[config.mk]
export PLATFORM = sky130hd
export DESIGN_NAME = shift_datapath
export DESIGN_NICKNAME = d
export VERILOG_FILES = /design/src/rtl/shift_pkg.sv /design/src/rtl/shift_counter.sv /design/src/rtl/shift_datapath.sv
export SDC_FILE = /design/constraint.sdc
export NUM_CORES = 1
export LEC_CHECK = 0
export ABC_AREA = 1
export CORE_ASPECT_RATIO = 0.9
export CORE_UTILIZATION = 44
export CTS_CLUSTER_SIZE = 16
export DETAILED_ROUTE_END_ITERATION = 10
export GPL_ROUTABILITY_DRIVEN = 0
export PLACE_DENSITY = 0.77
export SKIP_LAST_GASP = 1
export SYNTH_ARGS = -nofsm -noshare
export SYNTH_HDL_FRONTEND = slang
export SYNTH_SLANG_ARGS = --single-unit
export TNS_END_PERCENT = 20
[constraint.sdc]
create_clock -name CLK -period 1.8 [get_ports CLK]
set_input_delay 0.36 -clock CLK [delete_from_list [all_inputs] [get_ports CLK]]
set_output_delay 0.36 -clock CLK [all_outputs]
set_load 0.05 [all_outputs]
[src/rtl/shift_pkg.sv]
// Shared types and constants for the shift datapath stage.
package shift_pkg;

  typedef enum logic [1:0] {
    IDLE,
    LOADED,
    SHIFTING,
    DONE
  } state_t;

  localparam int unsigned DEF_WIDTH = 4;

  // The counter must be able to represent WIDTH itself, the saturation value.
  function automatic int unsigned cnt_width(input int unsigned w);
    return $clog2(w + 1);
  endfunction

endpackage

[src/rtl/shift_counter.sv]
// Saturating up-counter with synchronous clear and enable; sat is high at MAX.
module shift_counter #(
  parameter int unsigned MAX  = 4,
  parameter int unsigned CNTW = 3
) (
  input  logic            clk,
  input  logic            rst_n,
  input  logic            clr,
  input  logic            en,
  output logic [CNTW-1:0] cnt,
  output logic            sat
);

  localparam logic [CNTW-1:0] MAXV = CNTW'(MAX);

  assign sat = (cnt == MAXV);

  always_ff @(posedge clk or negedge rst_n) begin
    if (!rst_n) begin
      cnt <= '0;
    end else if (clr) begin
      cnt <= '0;
    end else if (en && !sat) begin
      cnt <= cnt + CNTW'(1);
    end
  end

endmodule

[src/rtl/shift_datapath.sv]
// Parallel-load / serial-shift register driven by controller strobes, with
// shift counting, over-shift flag and result capture. Option: SHIFT_ROTATE_EN.
module shift_datapath
  import shift_pkg::*;
#(
  parameter int unsigned WIDTH = DEF_WIDTH,
  parameter int unsigned CNTW  = cnt_width(WIDTH)
) (
  input  logic             CLK,
  input  logic             RST_N,
  input  logic             LD,
  input  logic             SH,
  input  logic             D,
  input  logic [WIDTH-1:0] DIN,
  input  logic             SIN,
  output logic [WIDTH-1:0] Q,
  output logic             SOUT,
  output logic [CNTW-1:0]  CNT,
  output logic             BUSY,
  output logic             OVF,
  output logic [WIDTH-1:0] RESULT,
  output logic             RESULT_VALID
);

  state_t state;
  logic   active;
  logic   d_acc;
  logic   sh_acc;
  logic   sat;
  logic   msb_in;

  assign active = (state == LOADED) || (state == SHIFTING);
  assign BUSY   = active;
  assign SOUT   = Q[0];

  // Priority LD > D > SH; D and SH only act while a word is in flight.
  assign d_acc  = !LD && D && active;
  assign sh_acc = !LD && !D && SH && active;

`ifdef SHIFT_ROTATE_EN
  assign msb_in = Q[0];
`else
  assign msb_in = SIN;
`endif

  shift_counter #(
    .MAX  (WIDTH),
    .CNTW (CNTW)
  ) u_cnt (
    .clk   (CLK),
    .rst_n (RST_N),
    .clr   (LD),
    .en    (sh_acc),
    .cnt   (CNT),
    .sat   (sat)
  );

  always_ff @(posedge CLK or negedge RST_N) begin
    if (!RST_N) begin
      state        <= IDLE;
      Q            <= '0;
      OVF          <= 1'b0;
      RESULT       <= '0;
      RESULT_VALID <= 1'b0;
    end else begin
      RESULT_VALID <= d_acc;
      if (LD) begin
        Q     <= DIN;
        OVF   <= 1'b0;
        state <= LOADED;
      end else if (d_acc) begin
        RESULT <= Q;
        state  <= DONE;
      end else if (sh_acc) begin
        if (sat) begin
          OVF <= 1'b1;
        end else begin
          Q     <= {msb_in, Q[WIDTH-1:1]};
          state <= SHIFTING;
        end
      end else if (state == DONE) begin
        state <= IDLE;
      end
    end
  end

endmodule
Word level (Yosys, flattened, before mapping)
Cells that the tools add are included.
{"block": "word_totals", "reg_bits": 15, "latch_bits": 0, "ram_bits": 0, "romBits": 0, "input_bits": 10, "output_inout_bits": 15, "elab_cells": 48, "n_memories": 0}
{"block": "classes", "add_sub_neg": 1, "n_mul": 0, "div": 0, "magnitude_cmp": 0, "eq_ne": 7, "n_shift": 0, "n_mux": 15, "bitwise_logic": 1, "reduce_logical": 18}
{"cell": "4-bit two-way mux", "count": 4}
{"cell": "2-bit two-way mux", "count": 5}
{"cell": "1-bit logical AND", "count": 6}
{"cell": "3-bit two-way mux", "count": 2}
{"cell": "3-bit AND reduction", "count": 2}
{"cell": "2-bit nonzero test", "count": 3}
{"cell": "2-bit equality test (second input constant)", "count": 2}
{"cell": "1-bit two-way mux", "count": 4}
{"cell": "2-bit inequality test (second input constant)", "count": 2}
{"cell": "4-bit inequality test (second input constant)", "count": 1}
{"cell": "2-bit AND reduction", "count": 2}
{"cell": "4-bit nonzero test", "count": 1}
{"cell": "3-bit by 1-bit adder with 3-bit output (second input constant)", "count": 1}
{"cell": "3-bit equality test (second input constant)", "count": 1}
{"cell": "1-bit zero test", "count": 3}
{"cell": "2-bit by 1-bit equality test with 1-bit output (second input constant)", "count": 1}
{"cell": "1-bit logical OR", "count": 1}
{"cell": "1-bit inverter", "count": 1}

Depth between registers and ports, before layout
Gate-level depths: netlist of run 1.
{"block": "logic_depth", "ltp_word": 7, "depth_mapped": 8, "ltp_nobuf": 8}

Cells and area by module
From an unflattened synthesis of run 1, not the netlist that was laid out.
{"block": "hier_totals", "cells_unflattened": 91, "area_unflattened_um2": 757.0}
{"module": "shift_datapath", "instances": 1, "cells_each": 66, "area_each_um2": 571.8, "seq_area_each_um2": 300.3}
{"module": "shift_counter", "instances": 1, "cells_each": 25, "area_each_um2": 185.2, "seq_area_each_um2": 75.1}

Least setup slack after synthesis of run 1
No wires, ideal clock.
{"block": "synth_timing", "path_kind": "reg2reg", "startpoint": "register state[0]", "endpoint": "register state[0]", "setup_ps": 122, "arrival_ps": 1603, "required_ps": 1678, "setup_slack_ps": 75, "stages_incl_launch_ff": 9, "path_buffers": 0, "period_less_slack_ps": 1725, "path_cell_list": "dfrtp_1 > ha_1 > inv_1 > nor2_8 > nand2_4 > nand3_1 > nand2_1 > nand2_1 > nand2_1"}
{"block": "synth_via", "elab_chain_cells": 6, "elab_cells_between_ends": 12, "cone_classes": "4 x eq/ne; 3 x mux; 5 x reduce/logical"}
{"item": "start, declared", "line": "shift_datapath.sv:25", "text": "state_t state;"}
{"item": "start signal, assigned", "line": "shift_datapath.sv:60", "text": "state <= IDLE;"}
{"item": "start signal, assigned", "line": "shift_datapath.sv:70", "text": "state <= LOADED;"}
{"item": "start signal, assigned", "line": "shift_datapath.sv:73", "text": "state <= DONE;"}
{"item": "2-bit by 1-bit equality test with 1-bit output / 2-bit equality test (equally long branches)", "line": "shift_datapath.sv:32", "text": "assign active = (state == LOADED) || (state == SHIFTING);"}
{"item": "1-bit logical OR *", "line": "shift_datapath.sv:32"}
{"item": "via BUSY", "line": "shift_datapath.sv:19", "text": "output logic BUSY,"}
{"item": "1-bit logical AND", "line": "shift_datapath.sv:38", "text": "assign sh_acc = !LD && !D && SH && active;"}
{"item": "2-bit two-way mux", "line": "shift_datapath.sv:74", "text": "end else if (sh_acc) begin"}
{"item": "2-bit two-way mux", "line": "shift_datapath.sv:71", "text": "end else if (d_acc) begin"}
{"item": "2-bit two-way mux", "line": "shift_datapath.sv:67", "text": "if (LD) begin"}
The timed path passes the listed nets; every way through them passes the cells marked *.
A chain may end at the register's enable or synchronous reset.

Final worst setup path of run 1
{"block": "layout_timing", "startpoint": "register state[0]", "endpoint": "output BUSY"}
{"block": "layout_via", "elab_chain_cells": 2, "elab_cells_between_ends": 3, "cone_classes": "2 x eq/ne; 1 x reduce/logical"}
{"item": "2-bit by 1-bit equality test with 1-bit output / 2-bit equality test (equally long branches)", "line": "shift_datapath.sv:32"}
{"item": "1-bit logical OR *", "line": "shift_datapath.sv:32"}
{"item": "end, declared", "line": "shift_datapath.sv:19"}
Every way passes the cells marked *; elsewhere a longest branch is shown, timed or not.

==> load_flow_metrics.sql, run 1 <==
INSERT INTO impl_metrics (metric_group, metric, value, unit) VALUES
('status', 'status', 'completed', ''),
('synthesis', 'synth_cell_types', '15', ''),
('global_routing', 'pin_count_of_the_biggest_net_entering_global_routing', '16', ''),
('pwr', 'peakVddDrop', '0.638', 'mV'),
('timing', 'max_clock_freq', '637', 'MHz'),
('critical_path', 'crit_fanout', '3', ''),
('global_routing', 'via_count_of_the_first_global_routing_pass', '591', ''),
('synthesis', 'synth-seq-area-share', '48.4', '%'),
('place', 'placed_area', '1020', 'µm²'),
('job', 'max_cap_viol_count', '0', ''),
('layout', 'antennaDiodeCount', '0', ''),
('synthesis', 'postSynthNetCount', '98', ''),
('floorplanning', 'initial_util', '46.6', '%'),
('critical_path', 'timing.setup.critical_path_class', 'reg -> out', ''),
('synthesis', 'synthCells', '85', ''),
('clock_network', 'cts.sink_count', '15', ''),
('synthesis', 'async_flop_share', '100', '%'),
('timing', 'report.final.setup_viol', '0', ''),
('route', 'detail_route.vias_per_cell', '4.58', ''),
('pwr', 'power_after_layout', '1.40', 'mW'),
('route', 'detailroute.via_count', '628', ''),
('global_routing', 'gr_overflow_total', '0', ''),
('timing', 'tightest_slew', '0.299', 'ns'),
('critical_path', 'startpoint_type', 'register', ''),
('timing', 'timing.setup.tns', '0', 'ns'),
('synthesis', 'ys_top_cells_by_count', 'nand2_1, dfrtp_1, o21ai_0', ''),
('place', 'hpwl', '1100', 'µm'),
('timing', 'fin_worst_skew', '0.00403', 'ns'),
('worst_hold_path', 'min-delay-path-class', 'in -> async', ''),
('layout', 'nFillCells', '154', ''),
('critical_path', 'worstSetupEndpointType', 'output pin', ''),
('place', 'place.port_buffers', '24', ''),
('floorplanning', 'die_w', '46.3', 'µm'),
('floorplanning', 'core.rowCount', '14', ''),
('global_routing', 'grt_pass1_wl', '2450', 'µm'),
('synthesis', 'post-synth-top-count-cell', 'nand2_1', ''),
('place', 'dp_slack', '0.165', 'ns'),
('pwr', 'power.density_cell_area', '1340', 'nW/µm²'),
('layout', 'sequential_cell_area', '375', 'µm²'),
('clock_network', 'cts_made_buffers', '3', ''),
('layout', 'share_of_post_route_cells_with_drive_strength_above_1', '25.7', '%'),
('synthesis', 'netlist.top_cell.by_area', 'dfrtp_1', ''),
('layout', 'final_cell_area', '1040', 'µm²'),
('layout', 'finalNetCount', '127', ''),
('route', 'drt_pre_antenna_iters', '4', ''),
('synthesis', 'yosys.area.top_type_share', '48.4', '%'),
('layout', 'finalNonFillerCells', '137', ''),
('global_routing', 'grt_usage', '17.8', '%'),
('synthesis', 'synth_flop_cell', 'dfrtp_1', ''),
('synthesis', 'synth-edff-count', '0', ''),
('clock_network', 'cts_buffer_depth', '2', ''),
('clock_network', 'clk_transition_reported_paths', '0.09', 'ns'),
('floorplanning', 'design.die.area', '1940', 'µm²'),
('critical_path', 'critical_path_required', '1.44', 'ns'),
('timing', 'hold-worst-slack', '0.386', 'ns'),
('timing', 'timing.max_slew.rel_slack', '80.0', '%'),
('clock_network', 'clk_lat_worst_skew', '0.28', 'ns'),
('clock_network', 'cts.htree.levels', '1', ''),
('route', 'drt-wirelength-per-cell', '10.4', 'µm'),
('floorplanning', 'fp.coreArea', '1660', 'µm²'),
('global_routing', 'initial_antenna_violation_count', '0', ''),
('clock_network', 'cts_resized', '0', ''),
('layout', 'final_util', '62.8', '%'),
('place', 'place.detailed.instances', '133', ''),
('timing', 'final-hold-violation-count', '0', ''),
('route', 'detail_route.wirelength', '1430', 'µm'),
('critical_path', 'timing.critical_path.arrival', '1.21', 'ns'),
('route', 'initialDrtViolationCount', '8', ''),
('timing', 'rsz0062_at_grt', 'false', ''),
('timing', 'timing_max_transition_violations_final', '0', ''),
('synthesis', 'synth.avg_cell_area', '9.13', 'µm²');
area by class of cell:
class	count	share of cell area, %
clock buffer	3	2.16
clock inverter	1	0.479
inverter	12	4.31
multi-input combinational	56	32.2
sequential	15	35.9
tap	24	2.87
timing repair buffer	26	22.0
worst paths after layout:
path                                       from                       end  slack [ns]  cells past startpoint
max                        state[0]$_DFFE_PN0P_                      BUSY        0.23                      2
min                                       RST_N    RESULT_VALID$_DFF_PN0_        0.39                      2
max reg2reg                state[0]$_DFFE_PN0P_      state[1]$_DFFE_PN0P_        0.30                      8
min reg2reg                state[1]$_DFFE_PN0P_      state[1]$_DFFE_PN0P_        0.49                      2
max in group asynchronous                 RST_N  u_cnt.cnt[1]$_DFFE_PN0P_        1.24                      2
min in group CLK           state[1]$_DFFE_PN0P_      state[1]$_DFFE_PN0P_        0.49                      2
layout by cell type (no fill, tap or decap), drive strengths merged:
cell type      count
a21oi              1
buf               17
clkbuf             3
clkdlybuf4s50      9
clkinv             1
dfrtp             15
ha                 3
inv               12
nand2             28
nand3              7
nor2               3
o21ai             13
xor2               1
metal layers:
| metal | track usage (%) | wire (µm) | vias up |
|---|---|---|---|
| met1 | 22.8 | 627 | 289 |
| met2 | 28.5 | 749 | 12 |
| met3 | 3.91 | 38 | 2 |
| met5 | 0 | 0 | - |
| met4 | 7.06 | 13 | 0 |
| li1 | - | - | 325 |
kinds of logic after synthesis:
family                     Yosys count  share of synthesized area (%)
and+or+nand+nor                     38                           28.4
buffers and inverters               14                           8.23
xor gates and xnor gates             1                           1.13
adders and majority gates            3                           4.84
DFF                                 15                           48.4
AOI/OAI and AO/OA                   14                           9.03
state kept, by name, summed over array words and instances, names as in the netlist:
| name | flops |
|---|---|
| RESULT | 4 |
| state | 2 |
| OVF | 1 |
| Q | 4 |
| u_cnt.cnt | 3 |
| RESULT_VALID | 1 |
worst max-delay path: stages, from the launching register on:
cell and delay (ns):
dfrtp_1 0.39, ha_1 0.36, buf_12 0.17
power by group:
group          internal [mW]  leakage (nW)  switching [mW]  total (mW)
logic                  0.244         0.355           0.506       0.750
registers              0.416         0.194          0.0421       0.458
clock network         0.0823        0.0177           0.109       0.191
(Power assumes the default switching activity.)
==> inputs of run 2 (changes only) <==
Settings changed: ABC_CLOCK_PERIOD_IN_PS set to 1800.
==> results of run 2 <==
The final DEF is identical to that of run 1; final timing and power are the same.
==> inputs of run 3 (changes only) <==
Settings changed: ABC_CLOCK_PERIOD_IN_PS 1800 to 1700.
Clock period 1.8 ns to 1.7 ns, I/O delays scaled along.
==> run 3 against run 2 <==
Effect of this change:
- clock skew shrank 0.0018 ns
- routed wire length shrank 9.9%
- clock power grew 6%
- register-to-register slack lost 0.08 ns
- critical path type unchanged
- largest power group unchanged
==> load_flow_metrics.sql, run 3 (same netlist as run 1, synthesis figures left out) <==
INSERT INTO impl_metrics (metric_group, metric, value, unit) VALUES
('global_routing', 'pin_count_of_the_biggest_net_entering_global_routing', '16', ''),
('floorplanning', 'floorplan.io_pins', '25', ''),
('status', 'status', 'completed', ''),
('timing', 'finalCriticalPeriod', '1.54', 'ns'),
('clock_network', 'cts_made_buffers', '3', ''),
('critical_path', 'ff2ff_path_depth', '8', ''),
('clock_network', 'cts_resized', '0', ''),
('place', 'hpwl', '1040', 'µm'),
('floorplanning', 'core.rowCount', '14', ''),
('pwr', 'peakVddDrop', '0.662', 'mV'),
('global_routing', 'grt_usage', '16.7', '%'),
('route', 'drt_pre_antenna_iters', '4', ''),
('critical_path', 'startpoint_type', 'register', ''),
('route', 'initialDrtViolationCount', '11', ''),
('critical_path', 'crit-reg2reg-launch', 'state[1]$_DFFE_PN0P_', ''),
('clock_network', 'cts.htree.levels', '1', ''),
('place', 'place.port_buffers', '24', ''),
('pwr', 'power_leakage', '0.564', 'nW'),
('timing', 'timing.setup.tns', '0', 'ns'),
('layout', 'layout_commonest_cell', 'nand2_1', ''),
('timing', 'rsz0062_at_grt', 'false', ''),
('route', 'detail_route.vias_per_cell', '4.49', ''),
('layout', 'antennaDiodeCount', '0', ''),
('global_routing', 'initial_antenna_violation_count', '0', ''),
('clock_network', 'tritoncts', 'built', ''),
('timing', 'fin_worst_skew', '0.00228', 'ns'),
('route', 'detailroute.via_count', '615', ''),
('critical_path', 'worst_setup_path_startpoint', 'state[1]$_DFFE_PN0P_', ''),
('clock_network', 'post_cts_setup_driven_buffer_insertion_count', '0', ''),
('clock_network', 'post_cts_hold_buffer_count', '0', ''),
('pwr', 'power.density_cell_area', '1420', 'nW/µm²'),
('clock_network', 'cts_buffer_depth', '2', ''),
('floorplanning', 'die_h', '41.8', 'µm'),
('clock_network', 'root_buffer', 'clkbuf_4', ''),
('layout', 'mostFrequentLayoutCells', 'nand2_1, buf_4, dfrtp_1', ''),
('timing', 'final-hold-violation-count', '0', ''),
('critical_path', 'worstSetupEndpointType', 'output pin', ''),
('floorplanning', 'design.die.area', '1940', 'µm²'),
('critical_path', 'timing.critical_path.arrival', '1.20', 'ns'),
('timing', 'timing_max_transition_violations_final', '0', ''),
('critical_path', 'crit_fanout', '3', ''),
('route', 'drc_errors', '0', ''),
('clock_network', 'clk_transition_reported_paths', '0.09', 'ns'),
('layout', 'reg_top3', 'Q (4), RESULT (4), u_cnt.cnt (3)', ''),
('critical_path', 'critical_path_required', '1.36', 'ns'),
('timing', 'tightest_slew', '0.297', 'ns'),
('global_routing', 'gr_overflow_total', '0', ''),
('clock_network', 'cts.sink_count', '15', ''),
('floorplanning', 'initial_util', '46.6', '%'),
('timing', 'report.final.setup_viol', '0', ''),
('layout', 'finalNetCount', '127', ''),
('timing', 'final.period_utilization', '90.5', '%'),
('floorplanning', 'die_w', '46.3', 'µm'),
('critical_path', 'timing.setup.critical_path_class', 'reg -> out', ''),
('worst_hold_path', 'min-delay-path-class', 'in -> async', ''),
('timing', 'timing.max_slew.rel_slack', '80.1', '%'),
('route', 'antenna_nets_post_route', '0', ''),
('layout', 'areaGrowthSynthToFinish', '35.0', '%'),
('timing', 'max_clock_freq', '650', 'MHz'),
('global_routing', 'via_count_of_the_first_global_routing_pass', '533', ''),
('layout', 'final_util', '62.9', '%'),
('route', 'drt-wirelength-per-cell', '9.39', 'µm'),
('floorplanning', 'fp.coreArea', '1660', 'µm²'),
('job', 'max_cap_viol_count', '0', ''),
('layout', 'share_of_post_route_cells_with_drive_strength_above_1', '26.5', '%'),
('clock_network', 'clk_lat_worst_skew', '0.28', 'ns'),
('global_routing', 'grt_pass1_wl', '2270', 'µm'),
('route', 'detail_route.wirelength', '1290', 'µm');
==> run 3: power by group <==
| part | switching, mW | leakage [nW] | internal (mW) |
|---|---|---|---|
| sequential | 0.0477 | 0.194 | 0.441 |
| combinational | 0.529 | 0.353 | 0.264 |
| clock | 0.114 | 0.0177 | 0.0873 |
==> run 3: metal layers <==
metal,up-vias,global-route usage (%),part of all wire (%)
met2,17,25.1,43
li1,325,-,-
met4,0,10.6,3.0
met5,-,0,0
met1,269,20.9,50
met3,4,3.91,4.0
==> run 3: worst paths after layout <==
check | to | slack [ns]
max in group asynchronous | Q[0]$_DFFE_PN0P_ | 1.17
hold / removal | RESULT[3]$_DFFE_PN0P_ | 0.36
setup / recovery | BUSY | 0.16
min in group CLK | state[1]$_DFFE_PN0P_ | 0.49
setup reg to reg | state[0]$_DFFE_PN0P_ | 0.22
hold reg to reg | state[1]$_DFFE_PN0P_ | 0.49
==> run 3: stage by stage <==
step / setup WS, ns / total power [mW] / cell area [µm²] / std cells / hold WS, ns
floorplan: 0.112 / 1.04 / 778 / 85 / 0.0444
global placement: 0.136 / 1.29 / 1020 / 133 / 0.465
detailed placement: 0.109 / 1.29 / 1020 / 133 / 0.468
CTS: 0.157 / 1.49 / 1050 / 137 / 0.361
global route: 0.0878 / 1.58 / 1050 / 137 / 0.362
finish: 0.161 / 1.48 / 1050 / 137 / 0.359
==> run 3: cell type report <==
type                    count  area [µm²]
repair buffers             26         230
multi-input cells          56         339
well taps                  24        30.0
clock inverters             1        5.00
flip-flops and latches     15         375
inverters                  12        45.0
fillers                   140         617
clock buffers               3        22.5
==> run 3: worst max-delay path: stages, from the launching register on <==
cell	delay (ns)
dfrtp_1	0.40
ha_2	0.38
buf_12	0.14
